==> src/rtl/qpsk_packet_writer.sv <==
// qpsk_packet_writer: QPSK TX framer, BRAM symbols -> AXI-Stream frame (P0,P1,P2,P3, zeros, Gray-mapped data).
// Define PACKET_WRITER_IDLE_FILL_EN to stream zero samples with tvalid=1 while idle.
module qpsk_packet_writer #(
   parameter int C_M00_AXIS_TDATA_WIDTH = 32,
   parameter int BRAM_BITDEPTH = 16,
   parameter int BRAM_BITWIDTH = 2,
   parameter int AMPLITUDE = 16384,
   parameter int NUM_ZEROS = 4
) (
   input  logic m00_axis_aclk,
   input  logic m00_axis_aresetn,
   input  logic m00_axis_tready,
   output logic m00_axis_tvalid,
   output logic m00_axis_tlast,
   output logic [C_M00_AXIS_TDATA_WIDTH-1:0] m00_axis_tdata,
   output logic [C_M00_AXIS_TDATA_WIDTH/8-1:0] m00_axis_tstrb,
   output logic [BRAM_BITDEPTH-1:0] bram_addr,
   output logic bram_en,
   input  logic [BRAM_BITWIDTH-1:0] bram_douta,
   input  logic start,
   input  logic [31:0] num_samples,
   input  logic [31:0] data_len,
   input  logic [31:0] preamble_p1,
   output logic busy,
   output logic done
);
`ifdef PACKET_WRITER_IDLE_FILL_EN
   localparam logic FILL = 1'b1;
`else
   localparam logic FILL = 1'b0;
`endif
   localparam logic [15:0] POS = 16'(AMPLITUDE);
   localparam logic [15:0] NEG = 16'(-AMPLITUDE);
   localparam logic [31:0] P0 = {POS, 16'h0000};
   localparam logic [31:0] ZLAST = 32'(NUM_ZEROS - 1);
   typedef enum logic [2:0] {IDLE, PRE0, PRE1, PRE2, PRE3, ZEROS, DATA} state_t;
   state_t state, state_n;
   logic [31:0] samp, samp_n, sym, sym_n, n_q, n_n, len_q, len_n, p1_q, p1_n, rd_cnt;
   logic [C_M00_AXIS_TDATA_WIDTH-1:0] tdata_n;
   logic tvalid_n, tlast_n, busy_n, done_n, go, go_n;
   logic hs, load_ok, accept, last_samp, cons, pend;
   logic [1:0] cnt, occ;
   logic [BRAM_BITWIDTH-1:0] b0, b1, head;

   function automatic logic [31:0] to_iq(input logic [BRAM_BITWIDTH-1:0] s);
      return {s[1] ? NEG : POS, s[0] ? NEG : POS};
   endfunction

   assign m00_axis_tstrb = '1;

   // The output register holds the beat described by state/samp/sym; a new beat loads when it is free.
   always_comb begin
      hs = m00_axis_tvalid && m00_axis_tready;
      load_ok = !m00_axis_tvalid || m00_axis_tready;
      accept = state == IDLE && !go && start && data_len != 32'd0;
      last_samp = samp == n_q - 32'd1;
      head = cnt != 2'd0 ? b0 : bram_douta;
      state_n = state;
      samp_n = samp;
      sym_n = sym;
      n_n = accept ? (num_samples == 32'd0 ? 32'd1 : num_samples) : n_q;
      len_n = accept ? data_len : len_q;
      p1_n = accept ? preamble_p1 : p1_q;
      go_n = go;
      busy_n = busy || accept;
      done_n = hs && m00_axis_tlast;
      tvalid_n = m00_axis_tvalid;
      tdata_n = m00_axis_tdata;
      cons = 1'b0;
      if (state == IDLE) begin
         if ((accept || go) && load_ok) begin
            state_n = PRE0;
            samp_n = '0;
            sym_n = '0;
            tvalid_n = 1'b1;
            tdata_n = P0;
            go_n = 1'b0;
         end else begin
            go_n = go || accept;
            tvalid_n = load_ok ? FILL : m00_axis_tvalid;
            tdata_n = load_ok ? '0 : m00_axis_tdata;
         end
      end else if (hs) begin
         samp_n = last_samp ? 32'd0 : samp + 32'd1;
         if (last_samp)
            case (state)
               PRE0: begin
                  state_n = PRE1;
                  tdata_n = p1_q;
               end
               PRE1: begin
                  state_n = PRE2;
                  tdata_n = P0;
               end
               PRE2: state_n = PRE3;
               PRE3: begin
                  cons = NUM_ZEROS == 0;
                  state_n = cons ? DATA : ZEROS;
                  tdata_n = cons ? to_iq(head) : '0;
               end
               ZEROS: begin
                  cons = sym == ZLAST;
                  state_n = cons ? DATA : ZEROS;
                  sym_n = cons ? 32'd0 : sym + 32'd1;
                  tdata_n = cons ? to_iq(head) : '0;
               end
               DATA: begin
                  cons = sym != len_q - 32'd1;
                  state_n = cons ? DATA : IDLE;
                  sym_n = cons ? sym + 32'd1 : 32'd0;
                  tdata_n = cons ? to_iq(head) : '0;
                  tvalid_n = cons || FILL;
                  busy_n = cons;
               end
               default: state_n = IDLE;
            endcase
      end
      tlast_n = state_n == DATA && samp_n == n_q - 32'd1 && sym_n == len_q - 32'd1;
      // At most two symbols buffered or in flight, which sustains one symbol per beat at N=1.
      occ = cnt + {1'b0, pend};
      bram_en = state != IDLE && rd_cnt < len_q && (occ < 2'd2 || cons);
      bram_addr = rd_cnt[BRAM_BITDEPTH-1:0];
   end

   always_ff @(posedge m00_axis_aclk or negedge m00_axis_aresetn)
      if (!m00_axis_aresetn) begin
         state <= IDLE;
         samp <= '0;
         sym <= '0;
         n_q <= '0;
         len_q <= '0;
         p1_q <= '0;
         rd_cnt <= '0;
         go <= 1'b0;
         busy <= 1'b0;
         done <= 1'b0;
         m00_axis_tvalid <= 1'b0;
         m00_axis_tlast <= 1'b0;
         m00_axis_tdata <= '0;
         pend <= 1'b0;
         cnt <= '0;
         b0 <= '0;
         b1 <= '0;
      end else begin
         state <= state_n;
         samp <= samp_n;
         sym <= sym_n;
         n_q <= n_n;
         len_q <= len_n;
         p1_q <= p1_n;
         rd_cnt <= state_n == IDLE ? 32'd0 : rd_cnt + {31'd0, bram_en};
         go <= go_n;
         busy <= busy_n;
         done <= done_n;
         m00_axis_tvalid <= tvalid_n;
         m00_axis_tlast <= tlast_n;
         m00_axis_tdata <= tdata_n;
         pend <= bram_en;
         cnt <= cnt + {1'b0, pend} - {1'b0, cons};
         b0 <= cons ? (cnt == 2'd2 ? b1 : bram_douta) : (pend && cnt == 2'd0 ? bram_douta : b0);
         b1 <= (cons || (pend && cnt != 2'd0)) ? bram_douta : b1;
      end
endmodule

==> config.mk <==
export PLATFORM = sky130hd
export DESIGN_NAME = qpsk_packet_writer
export DESIGN_NICKNAME = d
export VERILOG_FILES = /design/src/rtl/qpsk_packet_writer.sv
export SDC_FILE = /design/constraint.sdc
export NUM_CORES = 1
export LEC_CHECK = 0
export ABC_AREA = 1
export ABC_CLOCK_PERIOD_IN_PS = 7600
export BUFFER_PORTS_ARGS = -buffer_cell sky130_fd_sc_hd__buf_2
export CAP_MARGIN = 20
export CORE_ASPECT_RATIO = 1.2
export CORE_UTILIZATION = 60
export DETAILED_ROUTE_END_ITERATION = 12
export HOLD_SLACK_MARGIN = 0.02
export PLACE_DENSITY = 0.8
export SLEW_MARGIN = 30
export SYNTH_ARGS = -nofsm -noshare
export SYNTH_HDL_FRONTEND = slang
export SYNTH_SLANG_ARGS = --single-unit
==> constraint.sdc <==
create_clock -name m00_axis_aclk -period 7.6 [get_ports m00_axis_aclk]
set_input_delay 2.28 -clock m00_axis_aclk [delete_from_list [all_inputs] [get_ports m00_axis_aclk]]
set_output_delay 2.28 -clock m00_axis_aclk [all_outputs]
set_load 0.02 [all_outputs]
== Yosys cells after proc, flatten, opt, wreduce, memory -nomap -nowiden ==
Cells that the tools add are included.
W data, S select, Z words.

* Register bits after elaboration: 239
* Input port bits: 102
* Output and inout bits: 57
* Word-level logic and storage cells: 122

* Add/sub/neg operators: 7
* $lt $le $gt $ge: 2
* Equality and inequality tests: 14
* Mux-type cells: 49
* Reduce and logical (&&, ||, !) cells: 33

{| class="wikitable"
|+ Operators with widths
! operator !! number
|-
| $mux W32 || 19
|-
| $pmux W32 S5 || 1
|-
| $eq A32 B32 Y1 || 3
|-
| $add A32 B1 Y32 const B || 2
|-
| $pmux W32 S2 || 1
|-
| $sub A32 B1 Y32 const B || 2
|-
| $add A32 B1 Y32 || 1
|-
| $eq A32 B2 Y1 const B || 1
|-
| $logic_not A32 Y1 || 1
|-
| $lt A32 B32 Y1 || 1
|-
| $mux W16 || 2
|-
| $ne A32 B32 Y1 || 1
|-
| $reduce_bool A32 Y1 || 1
|-
| $pmux W3 S6 || 1
|-
| $mux W3 || 5
|-
| $mux W1 || 14
|-
| $eq A3 B3 Y1 const B || 4
|-
| $logic_and A1 B1 Y1 || 12
|-
| $mux W2 || 5
|-
| $reduce_bool A2 Y1 || 5
|-
| $reduce_and A4 Y1 || 2
|-
| $eq A3 B2 Y1 const B || 2
|-
| $logic_not A3 Y1 || 2
|-
| $reduce_bool A6 Y1 || 1
|-
| other kinds (11) || 16
|}

== Logic depth before layout (Yosys ltp) ==
* Word-level depth: 11
* Mapped depth: 42

== Worst setup path after synthesis ==
Ideal clock, no wire load.

* Path kind: input port to flip-flop
* Start: input m00_axis_tready
* End: register rd_cnt[30]
* Arrival: 5.991 ns
* Required time: 7.482 ns
* Setup slack: 1.491 ns
* Stages: 26
* Cells stage by stage: nand2_1 > inv_1 > nand4_2 > nor2_1 > inv_1 > a21oi_1 > ha_1 > ha_1 > nand2_1 > nor2_1 > inv_1 > nor4_1 > nand2_1 > nor2_1 > nand2_1 > nor2_1 > nand2_1 > nor2_1 > nand3_1 > nor2_1 > nand2_1 > nor4_2 > and3_1 > nand4_1 > o21bai_1 > nor2_1

* Longest elaborated chain between the ends: 7

{| class="wikitable"
|+ Ends and longest elaborated chain
! item !! RTL line !! source
|-
| from (decl) || 12 || <nowiki>input logic m00_axis_tready,</nowiki>
|-
| $logic_and A1 B1 Y1 || 53 || <nowiki>hs = m00_axis_tvalid && m00_axis_tready;</nowiki>
|-
| $mux W1 || 83 || <nowiki>end else if (hs) begin</nowiki>
|-
| $mux W1 || 70 || <nowiki>if (state == IDLE) begin</nowiki>
|-
| $logic_or A1 B1 Y1 || 121 || <nowiki>bram_en = state != IDLE && rd_cnt < len_q && (occ < 2'd2 || cons);</nowiki>
|-
| $logic_and A1 B1 Y1 || 121 ||
|-
| via bram_en || 18 || <nowiki>output logic bram_en,</nowiki>
|-
| $add A32 B1 Y32 || 151 || <nowiki>rd_cnt <= state_n == IDLE ? 32'd0 : rd_cnt + {31'd0, bram_en};</nowiki>
|-
| $mux W32 || 151 ||
|-
| to (signal assigned) || 151 ||
|-
| to (decl) || 38 || <nowiki>logic [31:0] samp, samp_n, sym, sym_n, n_q, n_n, len_q, len_n, p1_q, p1_n, rd_cnt;</nowiki>
|}

The timed path passes the listed nets, and every way through them passes these cells.
A chain may end at the register's enable or synchronous reset.

== Final worst setup path ==
* Start: register n_q[0]
* End: register rd_cnt[30]

* Longest elaborated chain between the ends: 9

{| class="wikitable"
|+ Ends and longest elaborated chain
! item !! RTL line !! source
|-
| from (decl) || 38 ||
|-
| from (signal assigned) || 148 || <nowiki>n_q <= n_n;</nowiki>
|-
| $sub A32 B1 Y32 (*) || 56 || <nowiki>last_samp = samp == n_q - 32'd1;</nowiki>
|-
| $eq A32 B32 Y1 (*) || 56 ||
|-
| $mux W1 || 85 || <nowiki>if (last_samp)</nowiki>
|-
| $mux W1 || 83 ||
|-
| $mux W1 || 70 ||
|-
| $logic_or A1 B1 Y1 || 121 ||
|-
| $logic_and A1 B1 Y1 || 121 ||
|-
| $add A32 B1 Y32 || 151 ||
|-
| $mux W32 (*) || 151 ||
|}

Every way passes the cells marked *; elsewhere a longest branch is shown, timed or not.

==> summary.txt <==
Timing
  – Rel. slew slack: 36.4%
  – Tcrit/Tclk final: 87.7%
  – Final max-slew violation count: 0
  – Fin Clk Skew: 0.0175 ns
  – FMAX: 150 MHz
  – Final Hold Viols: 0
  – Least-Margin Pin Slew: 0.953 ns
  – Worst hold slack: 0.479 ns
  – Setup ws final: 0.931 ns
  – Final Setup Violations: 0
  – Minimum clock period: 6.67 ns

Synthesis
  – Post-Syn Area per Cell: 6.34 sq um
  – Post-synth cell types: 54
  – Xor and xnor fraction of the mapped netlist area: 2.69%
  – Top cell type's share of synthesized area: 33.9%
  – Simple-gate portion of the synthesized area: 42.8%
  – Synthesized-area fraction occupied by adder cells: 2.76%
  – Syn. warnings: 0
  – Post-synthesis sequential area ratio: 33.9%
  – Leading area contributor after synthesis: dfrtp_1
  – Synth area leaders: dfrtp_1, nand2_1, inv_1, nand3_1, nor2_1
  – Dominant synthesized flop cell: dfrtp_1
  – Post-synth EDFFs: 0
  – Post-synthesis mux area share: 0.170%
  – Register bit total from synthesis: 239
  – Synth Area in Compound Gates: 7.40%
  – Mapped Area: 17,700 sq um
  – Post-Synthesis Cells: 2,787
  – Largest family of logic cells by synthesized area: simple AND/OR/NAND/NOR gates
  – Asr flop ratio synth: 100%

Pwr
  – Pwr/cell area: 158 nW/um^2
  – Max VDD drop: 0.191 mV
  – Leakage power: 0.0104 uW

Worst setup path
  – Worst path slowest cell: dfrtp_1
  – CP required: 8.09 ns
  – WS Path Type: flop to flop
  – Worst R2R Setup Slack: 0.93 ns
  – Crit path DAT: 7.16 ns
  – Worst R2R End: rd_cnt[30]
  – Reg2reg path depth: 38
  – Worst stage delay on the critical path: 0.42 ns
  – Worst R2R Start: n_q[0]
  – Crit-path max FO: 12
  – Crit. End Element: flop
  – Setup crit start kind: flop

Global routing
  – Largest net degree at the start of global routing: 142
  – Initial antenna violation count: 0
  – Gr usage total: 40.6%
  – Global-route wire length before repair: 93,600 microns
  – Vias in the first global route: 18,100
  – Total grt overflow: 0

Finish
  – Synth-to-Final Area Change: 11.2%
  – Layout cells sized above 1: 9.43%
  – FILL cells: 2,526
  – Final Util: 68.1%
  – Fin nets: 3,048
  – Most frequent cells in the layout: nand2_1, inv_1, nor2_1, nand3_1, dfrtp_1
  – Commonest non-fill, non-tap cell in the layout: nand2_1
  – Diodes inserted: 0
  – Non-Filler Instances: 3,313
  – Reg area: 5980 sq um
  – Multi-input logic area: 9900 sq um

Clock network
  – CTS Buffer Depth: 3
  – Number of setup buffers added after CTS: 0
  – H-tree levels: 1
  – CTS clock-pin slew for the worst setup and hold paths: 0.07 ns
  – # clock sinks: 239
  – CTS Root Cell: clkbuf_16
  – Num CTS Buffers: 27
  – CTS tree: done
  – Clock latency at the later pin of the worst-skew pair: 0.57 ns

Worst hold path
  – Hold depth: 2
  – Hold EP: p1_q[2]
  – Worst hold path class: flop to flop
  – Worst hold start: p1_q[2]

Floorplan
  – Die height: 190 microns
  – Core Region: 28,800 sq um
  – Die area: 30,100 sq um
  – Row count: 68
  – Die outline width: 159 microns
  – Starting Density: 61.2%
  – # IOs: 159

Drt
  – Drt total wl: 60,400 microns
  – Initial DRT Pass Iterations: 6
  – Wirelength per Cell: 18.2 microns
  – Routed Antenna Nets: 0
  – # DRC: 0
  – Initial drt markers: 1,818
  – Via density: 5.69
  – Vias after detailed routing: 18,900

Placement
  – RD Place Congestion: 1.06
  – Port Buffers: 154
  – Post-Place Cells: 3,263
  – DPL Wire Length: 46,100 microns
  – Pre-CTS WS: 0.902 ns

Outcome
  – Outcome: finished, final reports clean

Flow run
  – Max cap viols: 0
state kept, by name, indices dropped and copies added, names as in the netlist:
register and flops:
cnt 2, len_q 32, samp 32, done 1, m00_axis_tdata 32, state 3
m00_axis_tvalid 1, p1_q 32, b0 2, n_q 32, sym 32, b1 2
pend 1, rd_cnt 32, busy 1, go 1, m00_axis_tlast 1
report_power, final:
part / switching (uW) / internal [uW]
sequential: 46.2 / 1300
clock: 587 / 848
combinational: 212 / 102
area by class of cell:
type / count / area share (%)
clock buffer: 35 / 3.90
timing repair buffer: 166 / 4.50
inverter: 379 / 7.26
sequential: 239 / 30.5
tap: 385 / 2.45
multi-input combinational: 2094 / 50.4
clock inverter: 15 / 1.00
cell usage after synthesis (6+ instances only):
master	n
nand3_1	249
nor2_4	13
nor3b_1	9
nor2_2	15
inv_1	370
o21ai_0	135
xnor2_1	6
buf_4	20
nand2_2	9
ha_1	39
nor3_1	38
nand4_1	66
o21ai_1	7
nor4_1	33
inv_2	7
a21oi_1	77
nor2_1	302
nand2_1	983
dfrtp_1	239
nand3b_1	15
xor2_1	43
buf_2	9
clkbuf_1	43
critical path: cells and delay by family (launching register included):
kind,cells,cell delay [ns]
AND/OR/NAND/NOR,30,4.73
adder cells (fa/ha/maj),3,0.70
buffers and inverters,4,0.56
flip-flops,1,0.42
AO/OA/AOI/OAI,1,0.13
repair_timing:
action                                 CTS  global route
endpoints found under the hold margin    0             0
gates resized for setup                  0             1
setup endpoints to repair                0             2
hold buffers                             0             0
metrics by stage:
| step | total power, uW | setup TNS, ns | area, sq um |
|---|---|---|---|
| finish | 3100 | 0 | 19600 |
| global placement | 1660 | 0 | 18700 |
| detailed placement | 1670 | 0 | 18700 |
| global route | 3190 | -0.0198 | 19600 |
| CTS | 3090 | 0 | 19600 |
| floorplan | 1540 | 0 | 17700 |
worst max path at each step:
stage	start	end	depth (start not counted)	slack (ns)
finish	n_q[0]	rd_cnt[30]	38	0.93
global route	n_q[0]	rd_cnt[30]	36	-0.02
CTS	n_q[0]	rd_cnt[30]	36	0.86
detailed placement	m00_axis_tready	rd_cnt[30]	29	0.90
global placement	m00_axis_tready	rd_cnt[30]	29	1.07
floorplan	m00_axis_tready	rd_cnt[30]	26	1.49
routing by layer:
metal | part of all wire [%] | track usage, % | wire (microns)
met1 | 36 | 45.5 | 21700
met2 | 49 | 70.2 | 29600
met3 | 6.7 | 4.87 | 4030
met4 | 8.4 | 30.7 | 5090
met5 | 0 | 0 | 0
logic make-up after synthesis:
group,count (synthesis)
AOI/OAI and AO/OA,247
xor gates and xnor gates,51
adders and majority gates,39
buffers and inverters,457
DFF,239
muxes,3
other,1
and+or+nand+nor,1750
Power figures use the tool's default switching activity.
